**config.mk**
```make
export PLATFORM = sky130hd
export DESIGN_NAME = conf_regbank
export DESIGN_NICKNAME = d
export VERILOG_FILES = /design/src/rtl/conf_regbank.sv
export SDC_FILE = /design/constraint.sdc
export NUM_CORES = 1
export LEC_CHECK = 0
export CAP_MARGIN = 5
export CORE_ASPECT_RATIO = 0.75
export CORE_MARGIN = 10
export CORE_UTILIZATION = 60
export DETAILED_ROUTE_END_ITERATION = 6
export PLACE_DENSITY = 0.79
export SLEW_MARGIN = 30
export SYNTH_ARGS = -nofsm -noshare
export SYNTH_HDL_FRONTEND = slang
export SYNTH_SLANG_ARGS = --single-unit
```
**constraint.sdc**
```tcl
create_clock -name clk -period 4.18 [get_ports clk]
set_clock_uncertainty 0.05 [all_clocks]
set_input_delay 1.254 -clock clk [delete_from_list [all_inputs] [get_ports clk]]
set_output_delay 1.254 -clock clk [all_outputs]
set_load 0.1 [all_outputs]
```
**src/rtl/conf_regbank.sv**
```systemverilog
// conf_regbank: configuration register bank fed from a serial byte link.
// Received bytes shift through an rx chain. A commit copies a complete frame
// into the config registers. A tx shifter replays the config registers one
// byte at a time.
// Optional feature macro: CONF_REGBANK_CHECKSUM_EN. When it is defined, each
// frame carries one extra checksum byte, and the frame must sum to zero
// modulo 2^DW before a commit is accepted.
module conf_regbank #(
    parameter int NBYTES = 11,
    parameter int DW     = 8
) (
    input  logic                 clk,
    input  logic                 rst,
    input  logic [DW-1:0]        rx_dw,
    input  logic                 rx_valid,
    input  logic                 frame_start,
    input  logic                 commit,
    input  logic                 tx_load,
    input  logic                 tx_shift,
    output logic [DW-1:0]        tx_dw,
    output logic                 tx_empty,
    output logic [6:0]           rx_count,
    output logic [DW*NBYTES-1:0] conf_flat,
    output logic                 conf_valid,
    output logic                 commit_ok,
    output logic                 commit_err
);

`ifdef CONF_REGBANK_CHECKSUM_EN
    localparam int FLEN = NBYTES + 1;
`else
    localparam int FLEN = NBYTES;
`endif
    localparam logic [6:0] FLEN_C   = 7'(FLEN);
    localparam logic [6:0] NBYTES_C = 7'(NBYTES);

    logic [DW-1:0] rxChain_q [FLEN];
    logic [DW-1:0] rxChain_d [FLEN];
    logic [6:0]    rxCount_q, rxCount_d;
    logic [DW-1:0] conf_q [NBYTES];
    logic [DW-1:0] conf_d [NBYTES];
    logic [DW-1:0] txSlot_q [NBYTES];
    logic [DW-1:0] txSlot_d [NBYTES];
    logic [6:0]    txRemain_q, txRemain_d;
    logic          confValid_q, confValid_d;
    logic          commitOk_q, commitOk_d;
    logic          commitErr_q, commitErr_d;
    logic          csumOk;
    logic          commitAccept;

`ifdef CONF_REGBANK_CHECKSUM_EN
    logic [DW-1:0] csumSum;

    // Sum of every chain stage, including the checksum byte, wrapping at 2^DW
    always_comb begin
        csumSum = '0;
        for (int k = 0; k < FLEN; k++) begin
            csumSum = csumSum + rxChain_q[k];
        end
    end

    assign csumOk = (csumSum == '0);
`else
    assign csumOk = 1'b1;
`endif

    // A frame_start in the same cycle as a commit always turns the commit into a rejection
    assign commitAccept = commit && !frame_start && (rxCount_q == FLEN_C) && csumOk;

    // Next-state logic for the rx chain, byte count, config registers, tx shifter and status pulses
    always_comb begin
        rxChain_d   = rxChain_q;
        rxCount_d   = rxCount_q;
        conf_d      = conf_q;
        txSlot_d    = txSlot_q;
        txRemain_d  = txRemain_q;
        confValid_d = confValid_q;
        commitOk_d  = commitAccept;
        commitErr_d = commit && !commitAccept;

        if (rx_valid) begin
            for (int k = 0; k < FLEN - 1; k++) begin
                rxChain_d[k] = rxChain_q[k+1];
            end
            rxChain_d[FLEN-1] = rx_dw;
        end

        if (commit || frame_start) begin
            rxCount_d = rx_valid ? 7'd1 : 7'd0;
        end else if (rx_valid && (rxCount_q != FLEN_C)) begin
            rxCount_d = rxCount_q + 7'd1;
        end

        if (commitAccept) begin
            for (int i = 0; i < NBYTES; i++) begin
                conf_d[i] = rxChain_q[i];
            end
            confValid_d = 1'b1;
        end

        if (tx_load) begin
            txSlot_d   = conf_q;
            txRemain_d = NBYTES_C;
        end else if (tx_shift && (txRemain_q != 7'd0)) begin
            for (int i = 0; i < NBYTES - 1; i++) begin
                txSlot_d[i] = txSlot_q[i+1];
            end
            txSlot_d[NBYTES-1] = '0;
            txRemain_d = txRemain_q - 7'd1;
        end
    end

    // State registers; reset wins over every strobe and drops any partial frame
    always_ff @(posedge clk) begin
        if (rst) begin
            rxChain_q   <= '{default: '0};
            rxCount_q   <= '0;
            conf_q      <= '{default: '0};
            txSlot_q    <= '{default: '0};
            txRemain_q  <= '0;
            confValid_q <= 1'b0;
            commitOk_q  <= 1'b0;
            commitErr_q <= 1'b0;
        end else begin
            rxChain_q   <= rxChain_d;
            rxCount_q   <= rxCount_d;
            conf_q      <= conf_d;
            txSlot_q    <= txSlot_d;
            txRemain_q  <= txRemain_d;
            confValid_q <= confValid_d;
            commitOk_q  <= commitOk_d;
            commitErr_q <= commitErr_d;
        end
    end

    // Pack the config registers onto the flat output bus, byte i on bits [DW*i +: DW]
    always_comb begin
        conf_flat = '0;
        for (int i = 0; i < NBYTES; i++) begin
            conf_flat[DW*i +: DW] = conf_q[i];
        end
    end

    assign tx_dw      = txSlot_q[0];
    assign tx_empty   = (txRemain_q == 7'd0);
    assign rx_count   = rxCount_q;
    assign conf_valid = confValid_q;
    assign commit_ok  = commitOk_q;
    assign commit_err = commitErr_q;

endmodule

```
* Word-level counts from Yosys, hierarchy flattened
Cells that the tools add are included.
Word-level totals: flip-flop bits (word level) 281, input bits 15, output and inout bits 107, logic and storage cells 63
Operators by class: $add $sub $neg 2, equality and inequality tests 2, mux-type cells 7, reduce and logical (&&, ||, !) cells 13
Operators with widths (count):
- $mux W88 | 2
- $mux W7 | 2
- $mux W4 | 2
- $add A7 B1 Y7 const B | 1
- $eq A7 B4 Y1 const B | 1
- $logic_not A7 Y1 | 1
- $ne A7 B4 Y1 const B | 1
- $reduce_bool A7 Y1 | 1
- $sub A7 B1 Y7 const B | 1
- $logic_and A1 B1 Y1 | 5
- $reduce_bool A2 Y1 | 2
- $logic_not A1 Y1 | 2
- $reduce_or A2 Y1 | 1
- $logic_or A1 B1 Y1 | 1
- $mux W1 | 1

* Longest topological paths before layout
Gate-level depths: netlist (run 1).
depth after elaboration 5, depth in mapped cells 8, mapped depth without buffers 5

* Least setup slack after synthesis (run 1)
OpenSTA, ideal clock, no wires.
path kind flip-flop to output port, from reg txRemain_q[0], to out tx_empty, data arrival time 2.509 ns, required time 2.876 ns, setup slack 0.367 ns, stages on the path, launching flop included 7, cell sequence dfxtp_1 > inv_1 > ha_1 > or3b_1 > clkbuf_1 > buf_2 > nor2_1
Between the ends: cells in the longest elaborated chain, start to end 1
RTL lines:
- start: declaration | RTL line 44 | logic [6:0] txRemain_q, txRemain_d;
- start signal: assignment | RTL line 129 | txRemain_q <= txRemain_d;
- $logic_not A7 Y1 | RTL line 145 | assign tx_empty = (txRemain_q == 7'd0);
- end: declaration | RTL line 21 | output logic tx_empty,
No other way between the ends.

* Final worst setup path (run 1)
from reg rxCount_q[5], in the netlist rx_count[5], to out rx_count[5]
RTL lines:
- start: declaration | RTL line 39 | logic [6:0] rxCount_q, rxCount_d;
- start signal: assignment | RTL line 126 | rxCount_q <= rxCount_d;
- end: declaration | RTL line 22 | output logic [6:0] rx_count,
No word-level cell between the ends.

==> results of run 1 <==
==> flip-flops by register name, summed over array words and instances (netlist names), 7 cells and up <==
name and cells:
rxChain_q 88, tx_dw 8, txSlot_q 80, txRemain_q 7, conf_flat 88, rx_count 7
==> worst register-to-register path, cell delays in order, from the launching register on <==
cell and delay, ns:
dfxtp_1 0.35, inv_1 0.09, ha_1 0.17, or3b_2 0.46, buf_4 0.41, o21a_1 0.46
o311a_1 0.33
==> power by group <==
group          internal, mW  switching, mW  total [mW]  leakage (nW)
clock                  1.28           1.01        2.29         0.393
combinational         0.172          0.418       0.590          2.15
sequential             2.73         0.0461        2.78          2.28
==> cell usage in the layout (no fill, tap or decap), drive strengths merged, types with 3 or more instances in the layout <==
cell	synthesis	layout
a21oi	97	97
a31oi	80	80
a32oi	80	80
buf	66	35
clkbuf	108	36
clkdlybuf4s50	0	110
clkinv	0	6
dfxtp	281	281
ha	3	3
inv	9	9
mux2i	89	89
nand2	18	18
nand3	98	98
nor2	96	96
nor2b	80	80
nor3	4	4
o2111ai	3	3
o211ai	82	82
o21ai	171	171
o22ai	8	8
or3	5	5
==> cells by family (layout without fill, tap and decap cells) <==
group | Yosys count | count (layout) | synth area share (%)
buffers and inverters | 183 | 199 | 6.610
adders and majority gates | 3 | 3 | 0.3042
xor gates and xnor gates | 2 | 2 | 0.1420
DFF | 281 | 281 | 45.58
muxes | 89 | 89 | 7.218
AOI/OAI and AO/OA | 532 | 532 | 27.09
and+or+nand+nor | 314 | 314 | 13.06
==> worst max path at each step <==
stage / startpoint / to / slack, ns / cells after the start
2_1_floorplan: txRemain_q[0] / tx_empty / 0.37 / 6
3_3_place_gp: frame_start / conf_flat[14] / 0.90 / 5
3_5_place_dp: frame_start / conf_flat[59] / 0.84 / 5
4_1_cts: rx_count[5] / rx_count[5] / 0.64 / 1
5_1_grt: rx_count[5] / rx_count[5] / 0.60 / 1
6_report: rx_count[5] / rx_count[5] / 0.66 / 1
==> through the flow <==
step                hold WS [ns]  area, um2  setup slack, ns  std cells
floorplan                 0.3931      12340           0.3668       1404
global placement          0.4047      13420           0.9034       1633
finish                    0.4160      14220           0.6647       1678
global route              0.4498      14220           0.5991       1678
CTS                       0.4174      14220           0.6410       1678
detailed placement        0.4106      13420           0.8413       1633
==> layer usage <==
metal	share of wire, %	vias to the layer above	global-route usage, %
met1	44	5459	33.92
met3	9.4	41	6.317
met4	1.2	2	5.121
li1	-	5209	-
met5	0.037	-	0
met2	46	492	40.52
==> cell type report <==
type | count | area (um2)
Clock buffer | 36 | 729.5
Clock inverter | 9 | 75.07
Fill cell | 1590 | 5997
Inverter | 9 | 36.28
Multi-Input combinational cell | 940 | 5924
Sequential cell | 281 | 5627
Tap cell | 258 | 322.8
Timing Repair Buffer | 145 | 1501
==> results.toml, run 1 <==
[route]
viasPerCell = 6.676
via_count = 11200
drt_first_pass_iters = 5
postRouteAntennaNets = 0
wl_mm = 34.89
wl_per_cell_um = 20.79
drt_iter0_drc = 1441
drc = 0

[worst_setup_path]
r2r-end = "txRemain_q[1]"
crit_path_end_kind = "output pin"
critPathBufInv = 1
cpPeakStageDelay_ns = 1.21
path_cells = "clkdlybuf4s50_1"
cp_max_fo = 8
cp-start-kind = "flop"
crit_type = "reg2out"
crit_arrival_ns = 2.21
cp.required_ns = 2.88
reg2reg_setup_slack_ns = 1.76
ff2ff_path_depth = 6
crit_slowest_cell = "clkdlybuf4s50_1"
rr_startpoint = "txRemain_q[0]"
worst_path_dominant_cell_family = "buffers and inverters"

[timing]
finalSetupTns_ns = 0
fmax_mhz = 284.5
maxSlewHeadroom_pct = 31.30
rsz0062_at_grt = "no"
period_share_pct = 84.10
worst_pin_slew_ns = 1.027
hold_viol = 0
slew_violations = 0
setup_viol = 0
period_minus_slack_ns = 3.515

[floorplanning]
io_pins = 122
initial_core_util_pct = 61.06
die_w_um = 185.6
row_count = 45
core_mm2 = 0.02021
die_y_um = 144.2
fp.dieArea_mm2 = 0.02677

[clock_network]
cts_root_buffer = "clkbuf_16"
ctsHoldBuffers = 0
path_clk_slew_ns = 0.06
tritoncts = "built"
ctsResizeCount = 0
worstSkewPairLatency_ns = 0.53
cts_made_buffers = 27
post-cts-setup-buffers = 0
cts.sinks = 281
clk_path_buf_depth = 3
htreeDepth = 1

[global_routing]
grt_max_degree = 113
grt_usage_pct = 25.30
antenna_found_initial = 1
grt_pass1_vias = 10650
overflow = 0
grt_pass1_wl_mm = 56.39

[logic_synthesis]
seq_area_frac_synth_pct = 45.58
syn-num-nets = 1422
synth_largest_area_cell = "dfxtp_1"
netlist_area_mm2 = 0.01234
synthCells = 1404
yosys_warnings = 0
synthArstFlopShare_pct = 0
yosysMostFrequentCell = "dfxtp_1"
synthTopCellsByArea = "dfxtp_1 (46%), mux2i_1 (7.2%), o21ai_0 (6.8%)"
syn_area_per_cell_um2 = 8.790
ys_ff_latch = 281
ys_types = 49
synth-edff-count = 0
synth_common_cells = "dfxtp_1 (281), o21ai_0 (168), clkbuf_1 (99)"
synthFlopType = "dfxtp_1"
netlist.area_leader.share_pct = 45.58

[hold_path]
min_to = "conf_flat[7]"
hp-start = "rxChain_q[87]"
holdPathStages = 2
worst_hold_path_type = "reg2reg"

[power_and_ir_drop]
leakagePower_nw = 4.828
p_per_area_mw_per_mm2 = 398.4
p_total_mw = 5.664
ir_worst_vdd_v = 0.0003362

[layout]
area_growth_pct = 15.19
num_antenna_cells = 0
final_nets = 1422
drive_gt1_share_pct = 6.268
fin_util_pct = 70.33

[place]
port_buffers = 121
hpwl_mm = 19.78
gp_congestion = 0.8060

[job]
max_cap_violations = 0

[run_status]
status = "complete, no violations"
Note: power is estimated with default switching activity, not from simulation.
==> run 2: changes to the inputs <==
- CORE_UTILIZATION: 60 -> 57
- PLACE_DENSITY: 0.79 -> 0.76
- clock period: 4.18 -> 3.4 ns (I/O delays scaled with it)
==> run 2 against run 1 <==
- non-clock buffer count decreased by 1
- design area down 0.15%
- register-to-register slack got worse by 0.91 ns
- sequential power is 23% higher
- combinational power grew 26%
- sequential share of layout area increased by 0.059 points
- global-route usage shrank 0.95 points
- first-iteration DRC count is 8.3% lower
- utilization fell by 3.5 points
- critical path depth is 4 higher
- total power increased by 28%
- critical endpoint is now tx_empty
- largest power group unchanged
- highest routed layer unchanged
==> results.toml, run 2 (same netlist as run 1, synthesis figures left out) <==
[route]
postRouteAntennaNets = 0
wl_per_cell_um = 20.98
via_count = 11210
viasPerCell = 6.547
drc = 0
wl_mm = 35.92
drt_iter0_drc = 1321
drt_first_pass_iters = 5

[worst_setup_path]
cp.required_ns = 2.33
ff2ff_path_depth = 7
cpPeakStageDelay_ns = 0.47
crit_path_end_kind = "output pin"
crit_arrival_ns = 2.09
cp_max_fo = 5
crit_slowest_cell = "or3b_2"
path_cells = "inv_1 > ha_1 > or3b_2 > nor2_2 > buf_12"
crit_type = "reg2out"
cp-start-kind = "flop"

[global_routing]
grt_pass1_vias = 10500
grt_usage_pct = 24.35
antenna_found_initial = 1
use_met3_pct = 5.313
met1_usage_pct = 35.83
overflow = 0
gr-usage-met2_pct = 35.46
grt_most_used_layer = "met1"
grt_max_degree = 147
grt_pass1_wl_mm = 58.02

[timing]
worst_pin_slew_ns = 0.9370
period_share_pct = 93.00
maxSlewHeadroom_pct = 37.53
fmax_mhz = 316.2
slew_violations = 0
hold_viol = 0
period_minus_slack_ns = 3.162
finalSetupTns_ns = 0
setup_viol = 0
rsz0062_at_grt = "no"

[power_and_ir_drop]
p_per_area_mw_per_mm2 = 512.6
leakagePower_nw = 5.115
p_total_mw = 7.276
ir_worst_vdd_v = 0.0003172

[hold_path]
holdPathStages = 2
worst_hold_path_type = "reg2reg"

[floorplanning]
core_mm2 = 0.02124
die_y_um = 147.4
initial_core_util_pct = 58.11
fp.dieArea_mm2 = 0.02800
io_pins = 122
die_w_um = 189.9
row_count = 46

[clock_network]
ctsResizeCount = 0
clk_path_buf_depth = 3
tritoncts = "built"
cts_made_buffers = 28
path_clk_slew_ns = 0.06
htreeDepth = 1
worstSkewPairLatency_ns = 0.54
ctsHoldBuffers = 0
cts_root_buffer = "clkbuf_16"
cts.sinks = 281
post-cts-setup-buffers = 0

[layout]
final_cell_mix = "dfxtp_1 (280), o21ai_0 (168), buf_4 (115)"
area_growth_pct = 15.01
drive_gt1_share_pct = 13.76
num_antenna_cells = 0
final_nets = 1422
mostFrequentLayoutCell = "dfxtp_1"
fin_util_pct = 66.84

[job]
max_cap_violations = 0

[run_status]
status = "complete, no violations"

[place]
gp_congestion = 0.7955
hpwl_mm = 20.14
port_buffers = 121
## run 2: metal layers
metal / up-vias / wire, um
li1: 5211 / -
met1: 5460 / 16490
met2: 492 / 15720
met3: 43 / 3204
met4: 2 / 491
met5: - / 13
## run 2: final timing paths
check,from,to,slack [ns]
worst min-delay path,rxChain_q[86],conf_flat[6],0.41
worst min register to register,rxChain_q[86],conf_flat[6],0.41
worst max register to register,txRemain_q[0],txSlot_q[69],0.85
worst max-delay path,txRemain_q[0],tx_empty,0.24
## run 2: critical path: cells and delay by family, from the launching register on
family	cells	cell delay (ns)
adders and majority gates	1	0.19
buffers and inverters	2	0.29
DFF	1	0.34
and+or+nand+nor	2	0.72
## run 2: area by class of cell
type | instances | area, um2
fill | 1696 | 7043
multi-input combinational | 940 | 5927
sequential | 281 | 5627
timing repair buffer | 144 | 1301
clock buffer | 46 | 919.6
tap | 288 | 360.3
inverter | 9 | 37.54
clock inverter | 4 | 22.52
## run 2: stage by stage
stage,worst slack (ns),instance area (um2),hold slack (ns),cells
CTS,0.2211,14170,0.4187,1711
floorplan,0.3042,12340,0.3931,1404
global route,0.1567,14190,0.4477,1712
global placement,0.5865,13230,0.4030,1661
detailed placement,0.5281,13230,0.4101,1661
finish,0.2379,14190,0.4135,1712
## run 2: power by group
group / switching, mW / leakage, nW / internal [mW]
Clock: 1.28 / 0.467 / 1.83
Combinational: 0.526 / 2.37 / 0.219
Sequential: 0.0569 / 2.28 / 3.36
Total: 1.86 / 5.11 / 5.41
